==> config.mk <==
export PLATFORM = sky130hd
export DESIGN_NAME = atb_funnel_2to1_flat
export DESIGN_NICKNAME = d
export VERILOG_FILES = /design/src/rtl/atb_funnel_2to1_if.sv /design/src/rtl/atb_funnel_2to1.sv /design/src/flat_wrapper.sv
export SDC_FILE = /design/constraint.sdc
export NUM_CORES = 1
export LEC_CHECK = 0
export BUFFER_PORTS_ARGS = -buffer_cell sky130_fd_sc_hd__buf_2
export CORE_MARGIN = 1.5
export CORE_UTILIZATION = 44
export DETAILED_ROUTE_END_ITERATION = 8
export GPL_TIMING_DRIVEN = 0
export PLACE_DENSITY_LB_ADDON = 0.12
export SLEW_MARGIN = 10
export SYNTH_ARGS = -nofsm -noshare
export SYNTH_HDL_FRONTEND = slang
export SYNTH_SLANG_ARGS = --single-unit
==> constraint.sdc <==
create_clock -name atclk -period 1.4 [get_ports atclk]
set_input_delay 0.07 -clock atclk [delete_from_list [all_inputs] [get_ports atclk]]
set_output_delay 0.07 -clock atclk [all_outputs]
set_load 0.05 [all_outputs]
==> src/rtl/atb_funnel_2to1_if.sv <==
// ---------------------------------------------------------------------------
// atb_funnel_2to1_if
//
// Bundles every ATB signal around the 2:1 funnel: two upstream trace source
// ports (s_*) and one downstream trace sink port (m_*).
//
// Parameters
//   DATA_W : trace data width per port
//   ID_W   : trace source ID width
//
// Signals (named from the funnel's point of view)
//   s_atvalid/s_atready/s_atdata/s_atbytes/s_atid : upstream transfers, port i
//                                                   in bit i / slice i
//   s_afvalid/s_afready                           : flush request to sources
//   s_syncreq, s_atwakeup                         : sync broadcast, wake-up
//   m_atvalid/m_atready/m_atdata/m_atbytes/m_atid : downstream transfer
//   m_afvalid/m_afready                           : downstream flush handshake
//   m_syncreq, m_atwakeup                         : sync in, wake-up out
//
// Modports
//   master : the funnel itself
//   slave  : the environment (sources plus sink) around the funnel
// ---------------------------------------------------------------------------
interface atb_funnel_2to1_if #(
    parameter int DATA_W = 32,
    parameter int ID_W   = 7
);

    logic [1:0]          s_atvalid;
    logic [1:0]          s_atready;
    logic [2*DATA_W-1:0] s_atdata;
    logic [3:0]          s_atbytes;
    logic [2*ID_W-1:0]   s_atid;
    logic [1:0]          s_afvalid;
    logic [1:0]          s_afready;
    logic [1:0]          s_syncreq;
    logic [1:0]          s_atwakeup;

    logic                m_atvalid;
    logic                m_atready;
    logic [DATA_W-1:0]   m_atdata;
    logic [1:0]          m_atbytes;
    logic [ID_W-1:0]     m_atid;
    logic                m_afvalid;
    logic                m_afready;
    logic                m_syncreq;
    logic                m_atwakeup;

    modport master (
        input  s_atvalid,
        output s_atready,
        input  s_atdata,
        input  s_atbytes,
        input  s_atid,
        output s_afvalid,
        input  s_afready,
        output s_syncreq,
        input  s_atwakeup,
        output m_atvalid,
        input  m_atready,
        output m_atdata,
        output m_atbytes,
        output m_atid,
        input  m_afvalid,
        output m_afready,
        input  m_syncreq,
        output m_atwakeup
    );

    modport slave (
        output s_atvalid,
        input  s_atready,
        output s_atdata,
        output s_atbytes,
        output s_atid,
        input  s_afvalid,
        output s_afready,
        input  s_syncreq,
        output s_atwakeup,
        input  m_atvalid,
        output m_atready,
        input  m_atdata,
        input  m_atbytes,
        input  m_atid,
        output m_afvalid,
        input  m_afready,
        output m_syncreq,
        input  m_atwakeup
    );

endinterface

==> src/rtl/atb_funnel_2to1.sv <==
// ---------------------------------------------------------------------------
// atb_funnel_2to1
//
// Two-input ATB trace funnel. Transfers from two source ports are merged
// round-robin into a single registered output stage (one cycle latency,
// full throughput). A flush request from downstream is fanned out to both
// sources; it is acknowledged once both sources completed their flush and
// the output register has drained.
//
// Parameters
//   DATA_W : trace data width per port (must match the interface)
//   ID_W   : trace source ID width (must match the interface)
//
// Ports
//   atclk    : sole clock, rising edge
//   atresetn : asynchronous active-low reset
//   atclken  : clock enable, qualifies every state update
//   bus      : all ATB signals (see atb_funnel_2to1_if), master view
// ---------------------------------------------------------------------------
module atb_funnel_2to1 #(
    parameter int DATA_W = 32,
    parameter int ID_W   = 7
) (
    input  logic                  atclk,
    input  logic                  atresetn,
    input  logic                  atclken,
    atb_funnel_2to1_if.master     bus
);

    // Flush sequencer states
    localparam logic [1:0] F_IDLE   = 2'd0;
    localparam logic [1:0] F_ACTIVE = 2'd1;
    localparam logic [1:0] F_DONE   = 2'd2;

    // -----------------------------------------------------------------------
    // State
    // -----------------------------------------------------------------------
    logic              valid_q, valid_d;
    logic [DATA_W-1:0] data_q,  data_d;
    logic [1:0]        bytes_q, bytes_d;
    logic [ID_W-1:0]   id_q,    id_d;
    logic              rr_q,    rr_d;
    logic [1:0]        fstate_q, fstate_d;
    logic [1:0]        done_q,   done_d;

    // -----------------------------------------------------------------------
    // Arbitration
    // -----------------------------------------------------------------------
    logic       out_free;
    logic [1:0] grant;
    logic [1:0] ready;
    logic [1:0] accept;
    logic       sel;

    // The output stage can take a new beat when empty or draining this cycle.
    assign out_free = !valid_q || bus.m_atready;

    // rr only matters on contention; a lone requester always wins.
    always_comb begin
        if (bus.s_atvalid == 2'b11) begin
            grant = rr_q ? 2'b10 : 2'b01;
        end else begin
            grant = bus.s_atvalid;
        end
    end

    assign ready         = grant & {2{out_free && atclken}};
    assign bus.s_atready = ready;
    assign accept        = bus.s_atvalid & ready;
    assign sel           = accept[1];

    // -----------------------------------------------------------------------
    // Output register next state
    // -----------------------------------------------------------------------
    always_comb begin
        valid_d = valid_q;
        data_d  = data_q;
        bytes_d = bytes_q;
        id_d    = id_q;
        rr_d    = rr_q;
        if (atclken) begin
            if (|accept) begin
                valid_d = 1'b1;
                data_d  = sel ? bus.s_atdata[DATA_W +: DATA_W] : bus.s_atdata[0 +: DATA_W];
                bytes_d = sel ? bus.s_atbytes[2 +: 2] : bus.s_atbytes[0 +: 2];
                id_d    = sel ? bus.s_atid[ID_W +: ID_W] : bus.s_atid[0 +: ID_W];
                // Prefer the other port next time.
                rr_d    = accept[0];
            end else if (bus.m_atready) begin
                valid_d = 1'b0;
            end
        end
    end

    // -----------------------------------------------------------------------
    // Flush sequencer
    // -----------------------------------------------------------------------
    logic [1:0] af_valid;
    logic       af_ready;

    always_comb begin
        fstate_d = fstate_q;
        done_d   = done_q;
        af_valid = 2'b00;
        af_ready = 1'b0;
        unique case (fstate_q)
            F_IDLE: begin
                if (atclken && bus.m_afvalid) begin
                    fstate_d = F_ACTIVE;
                    done_d   = 2'b00;
                end
            end
            F_ACTIVE: begin
                af_valid = ~done_q;
                if (atclken) begin
                    done_d = done_q | (af_valid & bus.s_afready);
                    // Sources flushed is not enough: the buffered beat must
                    // also have left before the flush is complete.
                    if (done_q == 2'b11 && !valid_q) begin
                        fstate_d = F_DONE;
                    end
                end
            end
            F_DONE: begin
                af_ready = 1'b1;
                if (atclken) begin
                    fstate_d = F_IDLE;
                end
            end
            default: begin
                fstate_d = F_IDLE;
            end
        endcase
    end

    assign bus.s_afvalid = af_valid;
    assign bus.m_afready = af_ready;

    // -----------------------------------------------------------------------
    // Registers
    // -----------------------------------------------------------------------
    always_ff @(posedge atclk or negedge atresetn) begin
        if (!atresetn) begin
            valid_q  <= 1'b0;
            data_q   <= '0;
            bytes_q  <= '0;
            id_q     <= '0;
            rr_q     <= 1'b0;
            fstate_q <= F_IDLE;
            done_q   <= 2'b00;
        end else begin
            valid_q  <= valid_d;
            data_q   <= data_d;
            bytes_q  <= bytes_d;
            id_q     <= id_d;
            rr_q     <= rr_d;
            fstate_q <= fstate_d;
            done_q   <= done_d;
        end
    end

    // -----------------------------------------------------------------------
    // Outputs
    // -----------------------------------------------------------------------
    assign bus.m_atvalid  = valid_q;
    assign bus.m_atdata   = data_q;
    assign bus.m_atbytes  = bytes_q;
    assign bus.m_atid     = id_q;
    assign bus.s_syncreq  = {2{bus.m_syncreq}};
    assign bus.m_atwakeup = (|bus.s_atwakeup) || (|bus.s_atvalid) || valid_q;

endmodule
==> src/flat_wrapper.sv <==
// flat-port wrapper written by rule: the top's interface ports become plain ports
module atb_funnel_2to1_flat 
#(
    parameter int DATA_W = 32,
    parameter int ID_W   = 7
)
  (atclk, atresetn, atclken, bus_s_atvalid, bus_s_atready, bus_s_atdata, bus_s_atbytes, bus_s_atid, bus_s_afvalid, bus_s_afready, bus_s_syncreq, bus_s_atwakeup, bus_m_atvalid, bus_m_atready, bus_m_atdata, bus_m_atbytes, bus_m_atid, bus_m_afvalid, bus_m_afready, bus_m_syncreq, bus_m_atwakeup);
  atb_funnel_2to1_if #(.DATA_W(DATA_W), .ID_W(ID_W)) bus_i ();
  input  logic atclk;
  input  logic atresetn;
  input  logic atclken;
  input wire logic [$bits(bus_i.s_atvalid)-1:0] bus_s_atvalid;
  output wire logic [$bits(bus_i.s_atready)-1:0] bus_s_atready;
  input wire logic [$bits(bus_i.s_atdata)-1:0] bus_s_atdata;
  input wire logic [$bits(bus_i.s_atbytes)-1:0] bus_s_atbytes;
  input wire logic [$bits(bus_i.s_atid)-1:0] bus_s_atid;
  output wire logic [$bits(bus_i.s_afvalid)-1:0] bus_s_afvalid;
  input wire logic [$bits(bus_i.s_afready)-1:0] bus_s_afready;
  output wire logic [$bits(bus_i.s_syncreq)-1:0] bus_s_syncreq;
  input wire logic [$bits(bus_i.s_atwakeup)-1:0] bus_s_atwakeup;
  output wire logic [$bits(bus_i.m_atvalid)-1:0] bus_m_atvalid;
  input wire logic [$bits(bus_i.m_atready)-1:0] bus_m_atready;
  output wire logic [$bits(bus_i.m_atdata)-1:0] bus_m_atdata;
  output wire logic [$bits(bus_i.m_atbytes)-1:0] bus_m_atbytes;
  output wire logic [$bits(bus_i.m_atid)-1:0] bus_m_atid;
  input wire logic [$bits(bus_i.m_afvalid)-1:0] bus_m_afvalid;
  output wire logic [$bits(bus_i.m_afready)-1:0] bus_m_afready;
  input wire logic [$bits(bus_i.m_syncreq)-1:0] bus_m_syncreq;
  output wire logic [$bits(bus_i.m_atwakeup)-1:0] bus_m_atwakeup;
  assign bus_i.s_atvalid = bus_s_atvalid;
  assign bus_s_atready = bus_i.s_atready;
  assign bus_i.s_atdata = bus_s_atdata;
  assign bus_i.s_atbytes = bus_s_atbytes;
  assign bus_i.s_atid = bus_s_atid;
  assign bus_s_afvalid = bus_i.s_afvalid;
  assign bus_i.s_afready = bus_s_afready;
  assign bus_s_syncreq = bus_i.s_syncreq;
  assign bus_i.s_atwakeup = bus_s_atwakeup;
  assign bus_m_atvalid = bus_i.m_atvalid;
  assign bus_i.m_atready = bus_m_atready;
  assign bus_m_atdata = bus_i.m_atdata;
  assign bus_m_atbytes = bus_i.m_atbytes;
  assign bus_m_atid = bus_i.m_atid;
  assign bus_i.m_afvalid = bus_m_afvalid;
  assign bus_m_afready = bus_i.m_afready;
  assign bus_i.m_syncreq = bus_m_syncreq;
  assign bus_m_atwakeup = bus_i.m_atwakeup;
  atb_funnel_2to1 #(.DATA_W(DATA_W), .ID_W(ID_W)) u_core (.atclk(atclk), .atresetn(atresetn), .atclken(atclken), .bus(bus_i));
endmodule
* Word level (Yosys, flattened, before mapping)
Cells that the tools add are included.
** Word-level totals
- Bits in writable memories :: 0
- Latch bits :: 0
- Flip-flop bits (word level) :: 47
- Output and inout port bits :: 50
- ROM bits :: 0
- Memories kept :: 0
** Operators by class
- Add/subtract/negate cells :: 0
- $lt $le $gt $ge :: 0
- Eq/ne operators :: 8
- $mul :: 0
- Shift-type cells :: 0
- Div/mod/pow operators :: 0
- Reductions and logical operators :: 17
- Bitwise operators :: 5
- Mux-type cells :: 17
** Operator list (count)
- two-way mux 32 bit :: 1
- two-way mux 2 bit :: 10
- two-way mux 7 bit :: 1
- bitwise AND 2 bit :: 3
- equality test 2 bit, second input constant :: 3
- one-hot mux 2 bit (3 select lines) :: 1
- OR reduction 2 bit :: 3
- inequality test 2 x 1 -> 1 bit, second input constant :: 2
- inequality test 2 bit, second input constant :: 2
- one-hot mux 2 bit (2 select lines) :: 1
- AND reduction 2 bit :: 2
- AND reduction 4 bit :: 1
- nonzero test 2 bit :: 2
- logical AND 1 bit :: 3
- logical OR 1 bit :: 3
- two-way mux 1 bit :: 3
- AND reduction 3 bit :: 1
- equality test 2 x 1 -> 1 bit, second input constant :: 1
- zero test 2 bit :: 1
- NOT 2 bit :: 1
- bitwise OR 2 bit :: 1
- zero test 1 bit :: 1

* Logic depth before layout (Yosys ltp)
- Depth after elaboration :: 8
- Depth in mapped cells :: 5
- Gate-level depth less buffers :: 3

* Least setup slack after synthesis
Ideal clock, no wire load.
- Path kind :: register to output
- Start point :: register u_core.valid_q, in the netlist u_core.bus.m_atvalid
- End point :: output bus_s_atready[1]
- Stages on the path, launching flop included :: 3
- Data required time :: 1330 ps
- Buffers on the path :: 0
- Path slack :: -1028 ps
- Arrival :: 2358 ps
- Path through :: dfrtp_1 and2b_4 nor4_1
** Between the ends
- Longest elaborated chain between the ends :: 4
** Ends and longest elaborated chain
- start: declaration :: RTL line atb_funnel_2to1.sv:38 : logic valid_q, valid_d;
- start signal: assignment :: RTL line atb_funnel_2to1.sv:152 : valid_q <= valid_d;
- zero test 1 bit :: RTL line atb_funnel_2to1.sv:56 : assign out_free = !valid_q || bus.m_atready;
- logical OR 1 bit :: RTL line atb_funnel_2to1.sv:56
- logical AND 1 bit :: RTL line atb_funnel_2to1.sv:67 : assign ready = grant & {2{out_free && atclken}};
- bitwise AND 2 bit :: RTL line atb_funnel_2to1.sv:67
- end: declaration :: RTL line flat_wrapper.sv:13 : output wire logic [$bits(bus_i.s_atready)-1:0] bus_s_atready;
Every way passes these cells.

* Final worst setup path
- Start point :: register u_core.rr_q
- End point :: output bus_s_atready[1]
** Between the ends
- Longest elaborated chain between the ends :: 3
** Ends and longest elaborated chain
- start: declaration :: RTL line atb_funnel_2to1.sv:42 : logic rr_q, rr_d;
- start signal: assignment :: RTL line atb_funnel_2to1.sv:156 : rr_q <= rr_d;
- two-way mux 2 bit :: RTL line atb_funnel_2to1.sv:61 : grant = rr_q ? 2'b10 : 2'b01;
- two-way mux 2 bit :: RTL line atb_funnel_2to1.sv:60 : if (bus.s_atvalid == 2'b11) begin
- bitwise AND 2 bit :: RTL line atb_funnel_2to1.sv:67
Every way passes these cells.

==> summary.txt <==
Pwr
  • Pleak: ~1.6 nW
  • Pwr dens: between 1500 and 2000 nW/um^2
  • Total chip power: around 5.8 mW
  • Peak supply drop: 0.001008 V

Yosys
  • Post-synthesis cell type count: 26
  • Register area share after synthesis: 0.4743
  • Synth top area share: 0.4743
  • Synth Net Count: 280
  • Mapped Area: around 2500 sq um
  • Yosys Warn Count: 0
  • Mapped Avg Cell Area: roughly 13 sq um
  • Post-synth top area cell: dfrtp_1
  • Ranking of synthesized cells by area: dfrtp_1 (47%), a2bb2oi_2 (24%), o32ai_1 (14%)
  • Mapped Cells: between 150 and 200
  • Flops & latches, synth: 47
  • Asr flop ratio synth: 1.000
  • Most frequent cells after synthesis: dfrtp_1 (47), o32ai_1 (41), a2bb2oi_2 (39), buf_2 (10), clkbuf_1 (8)
  • Most common cell in the synthesized netlist: dfrtp_1
  • Most used DFF post-synth: dfrtp_1
  • Post-synth EDFFs: 0

STA
  • Final setup vio count: 3
  • Period Utilization, post-route: 1.051
  • Slew Limit Fails: 0
  • Setup TNS: -0.1084 ns
  • Final Hold Viols: 0
  • Fin Clk Skew: 0.006884 ns
  • Post-route minimum period: 1.471 ns
  • Unrepaired setup endpoints after global routing: true
  • F_max: roughly 680 MHz
  • Least-Margin Pin Slew: 0.7181 ns
  • Hold slack: ~0.045 ns
  • Final worst-path setup slack: -0.07144 ns
  • Relative slew margins: 0.5212

Floorplan
  • Initial Utilization: 0.4531
  • IO Count: about 140
  • Die X: ~80 microns
  • CORE AREA: around 5500 sq um
  • Rows: 27
  • Die footprint: about 6100 sq um
  • Die Height: between 70 and 80 microns

Placed design
  • Cells after DPL: 400
  • Final Wtd Congestion: 0.7946
  • Pre-CTS WS: -0.09145 ns
  • IO Port Bufs: ~140
  • DP HPWL: between 4000 and 5000 microns
  • Placed inst area: 3308 sq um

Setup path
  • Worst r2r src: u_core.rr_q$_DFFE_PN0P_
  • Reg2Reg Depth: 5
  • Required @ worst endpoint: 1.33 ns
  • Crit-path max cell delay: around 0.40 ns
  • R2R Path End: u_core.bus.m_atdata[0]$_DFFE_PN0P_
  • Arr. time, crit path: between 1 and 1.5 ns
  • CP Launch Type: register
  • Worst path slowest cell: dfrtp_1
  • Critical path class: register to output port
  • Delay-heaviest family, CP: buffers and inverters
  • Buf+Inv Stages, Crit Path: 3
  • CP cell instances: nor2b_1 -> buf_4 -> buf_8 -> nor4_4 -> buf_6
  • Setup crit end kind: output port
  • Crit-path max FO: 10
  • Reg2reg setup slack: 0 ns

Clock network
  • Worst-Skew Late Latency: ~0.3 ns
  • CTS tree: done
  • Cts bufs inserted: 5
  • Clk pin slew, worst setup/hold paths: around 0.080 ns
  • Max H-tree Level: 2
  • Clk root buf: clkbuf_8
  • Clock Tree Buf Depth: 2
  • Number of clock sinks: 47

Min path
  • HP Class: input pin to register
  • Hold path cells: 3
  • Hold Crit Start: bus_s_afready[1]
  • Hold Path Sink: u_core.done_q[1]$_DFFE_PN0P_

Layout
  • Design Area, Final: 3754 sq um
  • Final #Nets: approximately 440
  • Final Core Density: 0.6859
  • N_diodes: 0
  • Non-filler cells, final: 414
  • Layout cells sized above 1: 0.7105
  • Area Growth Syn to Fin: 51.36%

Routing
  • Post-Route WL: 6686 microns
  • Avg WL per Cell: about 16 microns
  • Antenna-violating nets left: 0
  • DRC violations left: 0
  • Starting DRT DRC Count: approximately 140
  • Drt via density: between 5 and 6
  • Pre-antenna DRT Iters: 4
  • Total number of vias: between 2000 and 2500

Run
  • Max Cap Violations: 0

GRT
  • Antenna violations before repair: 0
  • GR Util All Layers: 0.2138
  • Gr ovfl total: 0
  • First-pass GRT wire length: just over 10000 microns
  • Largest net degree at the start of global routing: 48
  • Vias in the first global route: 2101

Run status
  • Status: finished with violations
  • Failing checks: negative setup slack
[where the power goes]
| part | total [mW] | leakage (nW) | switching, mW | internal (mW) |
|---|---|---|---|---|
| logic | 2.97 | 1.04 | 1.89 | 1.08 |
| clock network | 0.886 | 0.0515 | 0.435 | 0.451 |
| registers | 1.93 | 0.514 | 0.250 | 1.68 |
| total | 5.80 | 1.61 | 2.58 | 3.22 |
[worst max-delay path by stage]
stage | from | cells after the start | end
floorplan | u_core.bus.m_atvalid$_DFFE_PN0P_ | 2 | bus_s_atready[1]
global route | u_core.rr_q$_DFFE_PN0P_ | 5 | bus_s_atready[1]
global placement | u_core.rr_q$_DFFE_PN0P_ | 5 | bus_s_atready[0]
CTS | u_core.rr_q$_DFFE_PN0P_ | 5 | bus_s_atready[1]
detailed placement | u_core.rr_q$_DFFE_PN0P_ | 5 | bus_s_atready[0]
finish | u_core.rr_q$_DFFE_PN0P_ | 5 | bus_s_atready[1]
[sequential cells by signal (all words and copies together), names as in the netlist]
register and flops:
u_core.bus.m_atvalid 1, u_core.bus.m_atid 7, u_core.done_q 2, u_core.rr_q 1, u_core.bus.m_atdata 32, u_core.bus.m_atbytes 2, u_core.fstate_q 2
[layout by cell type, fill, tap and decap left out, types with 2 or more instances in the layout]
| master | n |
|---|---|
| clkbuf_4 | 3 |
| dfrtp_1 | 46 |
| o32ai_2 | 18 |
| buf_8 | 6 |
| nand3b_1 | 2 |
| a21oi_1 | 5 |
| buf_2 | 140 |
| clkbuf_1 | 5 |
| a2bb2oi_2 | 39 |
| buf_4 | 15 |
| buf_6 | 2 |
| nor2b_1 | 3 |
| o32ai_4 | 3 |
| nor2_1 | 5 |
| clkbuf_8 | 7 |
| a2bb2oi_1 | 2 |
| nor3_4 | 2 |
| inv_2 | 2 |
| o32ai_1 | 20 |
| nand2_1 | 3 |
[final cells by class]
| type | count | area, sq um |
|---|---|---|
| plain buffers | 23 | 195.2 |
| clock buffers | 8 | 100.1 |
| fillers | 424 | 1719 |
| inverters | 2 | 7.507 |
| multi-input cells | 113 | 1385 |
| flip-flops and latches | 47 | 1177 |
| well taps | 72 | 90.09 |
| repair buffers | 149 | 798.3 |
[routing by layer]
layer  up-vias  wire [microns]  track usage
met1      1082            2998       0.2935
met2        91            3200       0.3417
li1       1075               -            -
met4         0              97      0.06250
met5         -               0            0
met3        11             389      0.04535
[worst register-to-register path, stage by stage (launching register included)]
cell,delay (ns)
dfrtp_1,0.42
a21bo_4,0.23
buf_4,0.16
buf_4,0.19
o32ai_1,0.19
a2bb2oi_2,0.10
[cells by family (layout without fill, tap and decap cells)]
family | after synthesis | count (layout) | share of synthesized area
buf+inv | 26 | 182 | 0.05954
simple gates | 22 | 22 | 0.05399
compound gates | 91 | 91 | 0.4122
flops | 47 | 47 | 0.4743
[repair_timing]
item | 4_1_cts | 5_1_grt
endpoints found under the setup margin | 42 | 46
hold buffers | 1 | 0
setup buffers | 3 | 3
hold endpoints to repair | 47 | 0
gates resized for setup | 24 | 36
pin swaps | 2 | 1
No activity file was read; power rests on OpenSTA's default activity.
